--- src/rtl/layered_cnu_sched_ctrl.sv ---
// Layer/iteration scheduler for a layered LDPC check-node datapath.
// Define EARLY_TERM_EN to stop on syndrome_ok at the end of an iteration.
module layered_cnu_sched_ctrl #(
   parameter int LAYER_NUM          = 3,
   parameter int MAX_ITER           = 10,
   parameter int MEM_RD_LEVEL       = 2,
   parameter int CNU_PIPELINE_LEVEL = 4,
   parameter int PERMUTATION_LEVEL  = 2,
   parameter int PAGE_ALIGN_LEVEL   = 1,
   parameter int VNU_BUBBLE_LEVEL   = 2
) (
   input  logic                            read_clk,
   input  logic                            rst,
   input  logic                            frame_start,
   input  logic                            vnu_update_pend,
   input  logic                            layer_finish,
   input  logic                            syndrome_ok,
   output logic                            v2c_mem_fetch,
   output logic                            cnu_rd,
   output logic                            c2v_bs_en,
   output logic                            c2v_pa_en,
   output logic                            c2v_mem_we,
   output logic [$clog2(LAYER_NUM)-1:0]    layer_idx,
   output logic [$clog2(MAX_ITER+1)-1:0]   iter_idx,
   output logic                            last_layer,
   output logic                            busy,
   output logic                            frame_done,
   output logic                            decode_fail,
   output logic [3:0]                      state
);

   localparam int LW  = $clog2(LAYER_NUM);
   localparam int IW  = $clog2(MAX_ITER+1);
   localparam int MX1 = (MEM_RD_LEVEL > CNU_PIPELINE_LEVEL) ?
                        MEM_RD_LEVEL : CNU_PIPELINE_LEVEL;
   localparam int MX2 = (PERMUTATION_LEVEL > PAGE_ALIGN_LEVEL) ?
                        PERMUTATION_LEVEL : PAGE_ALIGN_LEVEL;
   localparam int MX3 = (MX1 > MX2) ? MX1 : MX2;
   localparam int MXL = (MX3 > VNU_BUBBLE_LEVEL) ? MX3 : VNU_BUBBLE_LEVEL;
   localparam int CW  = (MXL > 1) ? $clog2(MXL) : 1;

   localparam logic [CW-1:0] MR_TOP = CW'(MEM_RD_LEVEL - 1);
   localparam logic [CW-1:0] CP_TOP = CW'(CNU_PIPELINE_LEVEL - 1);
   localparam logic [CW-1:0] PM_TOP = CW'(PERMUTATION_LEVEL - 1);
   localparam logic [CW-1:0] PA_TOP = CW'(PAGE_ALIGN_LEVEL - 1);
   localparam logic [CW-1:0] VB_TOP = CW'(VNU_BUBBLE_LEVEL - 1);
   localparam logic [LW-1:0] LAST_L = LW'(LAYER_NUM - 1);
   localparam logic [IW-1:0] ITER_N = IW'(MAX_ITER);

   localparam logic [3:0] S_IDLE       = 4'd0;
   localparam logic [3:0] S_VNU_PEND   = 4'd1;
   localparam logic [3:0] S_VNU_BUBBLE = 4'd2;
   localparam logic [3:0] S_MEM_FETCH  = 4'd3;
   localparam logic [3:0] S_CNU_PIPE   = 4'd4;
   localparam logic [3:0] S_BS_WB      = 4'd5;
   localparam logic [3:0] S_PAGE_ALIGN = 4'd6;
   localparam logic [3:0] S_MEM_WB     = 4'd7;
   localparam logic [3:0] S_LAYER_WAIT = 4'd8;
   localparam logic [3:0] S_DONE       = 4'd9;

   logic [3:0]    state_q, state_d, resume;
   logic [CW-1:0] cnt_q, cnt_d, cnt_ld;
   logic [LW-1:0] layer_q, layer_d;
   logic [IW-1:0] iter_q, iter_d;
   logic          fail_q, fail_d;
   logic          cnt_done, last_w, term_ok;

   assign cnt_done = (cnt_q == '0);
   assign last_w   = (layer_q == LAST_L);

`ifndef EARLY_TERM_EN
   logic unused_syndrome;
   assign unused_syndrome = syndrome_ok;
`endif

   // Next state, layer/iteration bookkeeping and failure flag.
   always_comb begin
      state_d = state_q;
      layer_d = layer_q;
      iter_d  = iter_q;
      fail_d  = fail_q;
      resume  = vnu_update_pend ? S_VNU_PEND : S_MEM_FETCH;
      term_ok = 1'b0;
`ifdef EARLY_TERM_EN
      term_ok = syndrome_ok;
`endif
      case (state_q)
         S_IDLE: begin
            if (frame_start) begin
               state_d = S_VNU_PEND;
               layer_d = '0;
               iter_d  = '0;
               fail_d  = 1'b0;
            end
         end
         S_VNU_PEND:   if (!vnu_update_pend) state_d = S_VNU_BUBBLE;
         S_VNU_BUBBLE: if (cnt_done) state_d = S_MEM_FETCH;
         S_MEM_FETCH:  if (cnt_done) state_d = S_CNU_PIPE;
         S_CNU_PIPE:   if (cnt_done) state_d = S_BS_WB;
         S_BS_WB:      if (cnt_done) state_d = S_PAGE_ALIGN;
         S_PAGE_ALIGN: if (cnt_done) state_d = S_MEM_WB;
         S_MEM_WB:     state_d = S_LAYER_WAIT;
         S_LAYER_WAIT: begin
            if (layer_finish) begin
               if (!last_w) begin
                  layer_d = layer_q + LW'(1);
                  state_d = resume;
               end else begin
                  layer_d = '0;
                  iter_d  = iter_q + IW'(1);
                  if (term_ok) begin
                     state_d = S_DONE;
                  end else if (iter_d == ITER_N) begin
                     state_d = S_DONE;
                     fail_d  = 1'b1;
                  end else begin
                     state_d = resume;
                  end
               end
            end
         end
         S_DONE:  state_d = S_IDLE;
         default: state_d = S_IDLE;
      endcase
   end

   // Shared dwell counter: reload on state entry, count down to zero.
   always_comb begin
      cnt_ld = '0;
      case (state_d)
         S_VNU_BUBBLE: cnt_ld = VB_TOP;
         S_MEM_FETCH:  cnt_ld = MR_TOP;
         S_CNU_PIPE:   cnt_ld = CP_TOP;
         S_BS_WB:      cnt_ld = PM_TOP;
         S_PAGE_ALIGN: cnt_ld = PA_TOP;
         default:      cnt_ld = '0;
      endcase
      if (state_d != state_q) cnt_d = cnt_ld;
      else if (cnt_done)      cnt_d = '0;
      else                    cnt_d = cnt_q - CW'(1);
   end

   // State registers with synchronous reset.
   always_ff @(posedge read_clk) begin
      if (rst) begin
         state_q <= S_IDLE;
         cnt_q   <= '0;
         layer_q <= '0;
         iter_q  <= '0;
         fail_q  <= 1'b0;
      end else begin
         state_q <= state_d;
         cnt_q   <= cnt_d;
         layer_q <= layer_d;
         iter_q  <= iter_d;
         fail_q  <= fail_d;
      end
   end

   assign v2c_mem_fetch = (state_q == S_MEM_FETCH) && (cnt_q == MR_TOP);
   assign cnu_rd        = (state_q == S_CNU_PIPE);
   assign c2v_bs_en     = (state_q == S_BS_WB) && (cnt_q == PM_TOP);
   assign c2v_pa_en     = (state_q == S_PAGE_ALIGN);
   assign c2v_mem_we    = (state_q == S_MEM_WB);
   assign layer_idx     = layer_q;
   assign iter_idx      = iter_q;
   assign last_layer    = last_w;
   assign busy          = (state_q != S_IDLE);
   assign frame_done    = (state_q == S_DONE);
   assign decode_fail   = fail_q;
   assign state         = state_q;

endmodule

--- config.mk ---
export PLATFORM = sky130hd
export DESIGN_NAME = layered_cnu_sched_ctrl
export DESIGN_NICKNAME = d
export VERILOG_FILES = /design/src/rtl/layered_cnu_sched_ctrl.sv
export SDC_FILE = /design/constraint.sdc
export NUM_CORES = 1
export LEC_CHECK = 0
export CAP_MARGIN = 20
export CORE_MARGIN = 1.5
export CORE_UTILIZATION = 38
export CTS_CLUSTER_DIAMETER = 100
export DETAILED_ROUTE_END_ITERATION = 16
export GPL_TIMING_DRIVEN = 0
export PLACE_DENSITY_LB_ADDON = 0.12
export SLEW_MARGIN = 0
export SYNTH_ARGS = -nofsm -noshare
export SYNTH_HDL_FRONTEND = slang
export SYNTH_SLANG_ARGS = --single-unit
--- constraint.sdc ---
create_clock -name read_clk -period 1.6 [get_ports read_clk]
set_input_delay 0.4 -clock read_clk [delete_from_list [all_inputs] [get_ports read_clk]]
set_output_delay 0.4 -clock read_clk [all_outputs]
set_load 0.02 [all_outputs]
# Word-level counts from Yosys, hierarchy flattened
# Cells that the tools add are included.
[classes]
n_mul = 0
n_lt_le_gt_ge = 0
n_reduce_logical = 10
add_sub_neg = 3
shifts = 0
eq_ne = 21
div_mod_pow = 0
mux = 28
n_bitwise = 0
[op_table]
columns = ["cell", "count"]
rows = [
  ["4-bit 2-to-1 mux", 13],
  ["4-bit case mux with 9 select lines", 1],
  ["4-bit by 3-bit == test with 1-bit output, second input constant", 6],
  ["4-bit by 2-bit == test with 1-bit output, second input constant", 4],
  ["4-bit == test, second input constant", 3],
  ["2-bit 2-to-1 mux", 6],
  ["2-bit inequality test, second input constant", 4],
  ["2-bit case mux with 2 select lines", 2],
  ["4-bit case mux with 2 select lines", 1],
  ["5-bit AND reduction", 1],
  ["4-bit by 1-bit adder with 4-bit output, second input constant", 1],
  ["4-bit by 1-bit == test with 1-bit output, second input constant", 1],
  ["4-bit logical NOT", 1],
  ["1-bit 2-to-1 mux", 4],
  ["4-bit inequality test", 1],
  ["4-bit AND reduction", 1],
  ["4-bit nonzero test", 1],
  ["3-bit AND reduction", 1],
  ["3-bit OR reduction", 1],
  ["2-bit by 1-bit adder with 2-bit output, second input constant", 1],
  ["2-bit by 1-bit == test with 1-bit output, second input constant", 1],
  ["2-bit == test, second input constant", 1],
  ["1-bit logical AND", 2],
  ["2-bit logical NOT", 1],
  ["3 further kinds", 3],
]
[word_totals]
output_inout_bits = 19
word_cells = 67
latch_bits = 0
reg_bits = 13
memories = 0
in_bits = 6
mem_bits_rw = 0
rom_bits = 0

# Logic depth before layout (Yosys ltp)
[depth]
depth_word = 10
depth_mapped = 6
mapped_depth_nobuf = 6

# Worst setup path after synthesis
# Ideal clock, no wire load.
[synth_timing]
path_kind = "register to output"
startpoint = "register state_q[0], in the netlist state[0]"
endpoint = "output v2c_mem_fetch"
path_stages_with_launch = 4
n_path_buf = 1
t_arrival_ns = 1.611
slack_ns = -0.411
t_required_ns = 1.200
cell_sequence = "dfxtp_1 -> clkbuf_1 -> nand2_1 -> nor4_1"
[synth_between]
elab_chain_cells = 2
[synth_lines]
columns = ["element", "line_no", "source"]
rows = [
  ["start, declared", "61", "logic [3:0] state_q, state_d, resume;"],
  ["start signal, assigned", "152", "state_q <= state_d;"],
  ["4-bit by 2-bit == test with 1-bit output", "160", "assign v2c_mem_fetch = (state_q == S_MEM_FETCH) && (cnt_q == MR_TOP);"],
  ["1-bit logical AND", "160", ""],
  ["end, declared", "18", "output logic v2c_mem_fetch,"],
]
# No other way between the ends.

# Worst setup path after layout
[layout_timing]
startpoint = "input layer_finish"
endpoint = "register cnt_q[0]"
[layout_between]
elab_chain_cells = 6
word_cells_on_any_way = 10
cone_classes = "5 x eq/ne; 4 x mux; 1 x reduce/logical"
[layout_lines]
columns = ["element", "line_no", "source"]
rows = [
  ["start, declared", "16", "input logic layer_finish,"],
  ["4-bit 2-to-1 mux *", "104", "if (layer_finish) begin"],
  ["4-bit case mux with 9 select lines *", "87", "case (state_q)"],
  ["4-bit by 3-bit == test with 1-bit output / 4-bit by 2-bit == test with 1-bit output (equally long branches)", "130", "case (state_d)"],
  ["3-bit OR reduction (no line)", "n/a", ""],
  ["2-bit case mux with 2 select lines", "130", ""],
  ["2-bit 2-to-1 mux *", "138", "if (state_d != state_q) cnt_d = cnt_ld;"],
  ["end signal, assigned", "153", "cnt_q <= cnt_d;"],
  ["end, declared", "62", "logic [CW-1:0] cnt_q, cnt_d, cnt_ld;"],
]
# Mark *: on every way between the ends. The rest lies on a longest branch, timed or not.
# A chain may end at the register's enable or synchronous reset.

==> flow_summary.yaml <==
status:
  status: "finished with violations"
  violations: "setup timing"
synth:
  syn_area_um2: 907
  yosysSeqAreaShare: 0.287
  synthesis.nets: 112
  synth.distinct_cells: 48
  postSynthCellCount: 104
  ys_ff_latch: 13
  yosys_warnings: 0
  postSynthAreaPerCell_um2: 8.72
cells_and_area:
  fin_area_um2: 1590
  fin_nets: 153
  stdcell_count: 172
  drive_above_1_share: 0.542
  fin_util: 0.713
  diodes: 0
  area_growth_pct: 75.4
timing:
  finClkSkew_ns: 0.00685
  post-route-period-util: 1.16
  fin_setup_tns_ns: -1.14
  worst_pin_slew_ns: 0.522
  max_freq_mhz: 538
  setup_ws_ns: -0.257
  max_slew_margin: 0.652
  setup_viol: 12
  min_period_ns: 1.86
  slew_viol_final: 0
  hold_viol_final: 0
  whs_ns: 0.514
  rsz0062_at_grt: "yes"
routing:
  drt-total-wl_mm: 3.03
  drc_errors: 0
  drtIter0Drc: 14
  vias_per_cell: 5.90
  wl_per_cell_um: 17.6
  vias: 1015
  firstDrtPassIters: 4
  ant_nets: 0
clocking:
  clk_path_buf_depth: 2
  numCtsBuffers: 3
  cts.sinks: 13
  cts_tree: "yes"
  cts_max_level: 1
  clk_latency_ns: 0.27
  clk_pin_slew_worst_paths_ns: 0.09
  clockRootBuffer: "clkbuf_4"
  cts_hold_buf: 0
global_routing:
  antenna_found_initial: 0
  grt.overflow.total: 0
  grt_usage: 0.231
  grt_max_degree: 11
  grt_pass1_vias: 971
  grt_pass1_wl_mm: 4.60
setup_path:
  critPathBufInv: 1
  cp_cell_sequence: "dlygate4sd2_1 -> mux2i_4 -> nor4_2 -> or4_4 -> a21o_1 -> a311oi_1"
  crit_fanout: 8
  timing.rr.start: "state[3]$_SDFF_PP0_"
  crit_cells: 6
  cp.arrival_ns: 2.03
  critPathKind: "input port to flop"
  r2r_slack_ns: -0.24
  startpoint_type: "input port"
  slowest_stage: "or4_4"
  cp.required_ns: 1.78
  endpoint: "cnt_q[0]$_SDFF_PP0_"
  max_stage_delay_ns: 0.56
  r2r_cells: 5
  critPathLaunch: "layer_finish"
  timing.rr.end: "cnt_q[0]$_SDFF_PP0_"
  cp_top_family: "simple AND/OR/NAND/NOR gates"
  end_kind: "flop"
power_and_ir_drop:
  ir_worst_vdd_mv: 0.474
  power.leakage_nw: 0.628
  power_density_nw_per_um2: 566
hold_path:
  hp-class: "flop to flop"
floorplanning:
  dieArea_um2: 2690
  row_count: 17
  ioPinCount: 25
  die_w_um: 51.9
  start_util: 0.406
  fp.dieH_um: 51.9
  core-area_um2: 2230
placed_design:
  place_congestion: 0.829
  port_buffers: 23
  place_inst: 155
  placed_cell_area_um2: 1270
  hpwl_mm: 1.82
flow_run:
  drv_cap: 0
[state kept, by name, indices dropped and copies added (netlist names)]
name         count
layer_idx        2
decode_fail      1
iter_idx         4
state            4
cnt_q            2
[synthesized netlist by cell type, drive strengths merged]
master | number | area share
dfxtp | 13 | 0.29
nor2 | 12 | 0.050
nor3 | 6 | 0.033
a21oi | 5 | 0.028
mux2i | 4 | 0.044
and3 | 3 | 0.021
buf | 3 | 0.019
inv | 3 | 0.012
nand2 | 3 | 0.012
nor3b | 3 | 0.036
o21ai | 3 | 0.017
or4 | 3 | 0.025
a2111oi | 2 | 0.033
a21bo | 2 | 0.022
a21o | 2 | 0.017
a22oi | 2 | 0.017
clkbuf | 2 | 0.0083
ha | 2 | 0.028
nand2b | 2 | 0.014
nand3 | 2 | 0.011
nand3b | 2 | 0.017
nor4 | 2 | 0.014
nor4b | 2 | 0.026
or2 | 2 | 0.014
xnor2 | 2 | 0.028
a2111o | 1 | 0.012
a21boi | 1 | 0.012
a221oi | 1 | 0.0097
a311oi | 1 | 0.0097
a31o | 1 | 0.0097
a31oi | 1 | 0.0069
a41oi | 1 | 0.0097
and2 | 1 | 0.0069
and2b | 1 | 0.0083
and4b | 1 | 0.011
and4bb | 1 | 0.014
nand4 | 1 | 0.0069
nor4bb | 1 | 0.011
o221ai | 1 | 0.0097
o22ai | 1 | 0.0069
o311ai | 1 | 0.0097
or4b | 1 | 0.015
[per-stage QoR]
stage,power (mW),setup WS [ns]
2_1_floorplan,0.504,-0.106
3_3_place_gp,0.570,-0.754
3_5_place_dp,0.574,-0.755
4_1_cts,0.853,-0.194
5_1_grt,0.935,-0.274
6_report,0.900,-0.257
[how the worst min path moves through the flow]
stage | start | cells past startpoint | slack, ns | end
2_1_floorplan | rst | 1 | 0.47 | cnt_q[0]$_SDFF_PP0_
3_3_place_gp | iter_idx[2]$_SDFFE_PP0P_ | 2 | 0.50 | iter_idx[2]$_SDFFE_PP0P_
3_5_place_dp | iter_idx[2]$_SDFFE_PP0P_ | 2 | 0.50 | iter_idx[2]$_SDFFE_PP0P_
4_1_cts | iter_idx[2]$_SDFFE_PP0P_ | 2 | 0.52 | iter_idx[2]$_SDFFE_PP0P_
5_1_grt | iter_idx[2]$_SDFFE_PP0P_ | 2 | 0.54 | iter_idx[2]$_SDFFE_PP0P_
6_report | iter_idx[2]$_SDFFE_PP0P_ | 2 | 0.51 | iter_idx[2]$_SDFFE_PP0P_
[worst reg2reg max path, stage by stage (launching register included)]
cell and delay, ns:
dfxtp_4 0.41, mux2i_4 0.28, nor4_2 0.10, or4_4 0.56
a21o_1 0.20, a311oi_1 0.19
[timing repair]
action	in CTS	in global routing
gates cloned	1	0
pin swaps	10	7
gates resized for setup	88	19
setup buffers	9	3
endpoints found under the setup margin	27	18
[cell families (layout without fill, tap and decap cells)]
logic type	count (synthesis)	after routing	synth area share
AND/OR/NAND/NOR	49	49	0.345
AO/OA/AOI/OAI	26	26	0.229
flip-flops	13	13	0.287
buffers and inverters	8	48	0.0400
multiplexers	4	4	0.0441
adder cells (fa/ha/maj)	2	2	0.0276
XOR/XNOR	2	2	0.0276
[power breakdown]
group / switching (mW) / internal [mW]
Clock: 0.107 / 0.0964
Combinational: 0.175 / 0.163
Sequential: 0.0282 / 0.330
Total: 0.311 / 0.589
[final cells by class]
| cell class | instances | area [um^2] |
|---|---|---|
| Fill cell | 186 | 642 |
| Multi-Input combinational cell | 83 | 838 |
| Sequential cell | 13 | 289 |
| Timing Repair Buffer | 36 | 308 |
| Clock buffer | 4 | 26.3 |
| Inverter | 3 | 11.3 |
| Buffer | 5 | 83.8 |
| Tap cell | 28 | 35.0 |
[cell usage in the layout, fill, tap and decap left out, drive strengths merged, types with 4 or more instances in the layout]
cell         instances
clkbuf               7
buf                 23
a21oi                5
dlygate4sd2         13
mux2i                4
dfxtp               13
nor3                 6
nor2                12
[layer usage]
layer / vias up / part of all wire / track usage
li1: 483 / - / -
met1: 486 / 0.43 / 0.281
met4: 0 / 0.019 / 0.0965
met3: 6 / 0.052 / 0.0374
met5: - / 0 / 0
met2: 40 / 0.49 / 0.401
No activity file was read; power rests on OpenSTA's default activity.
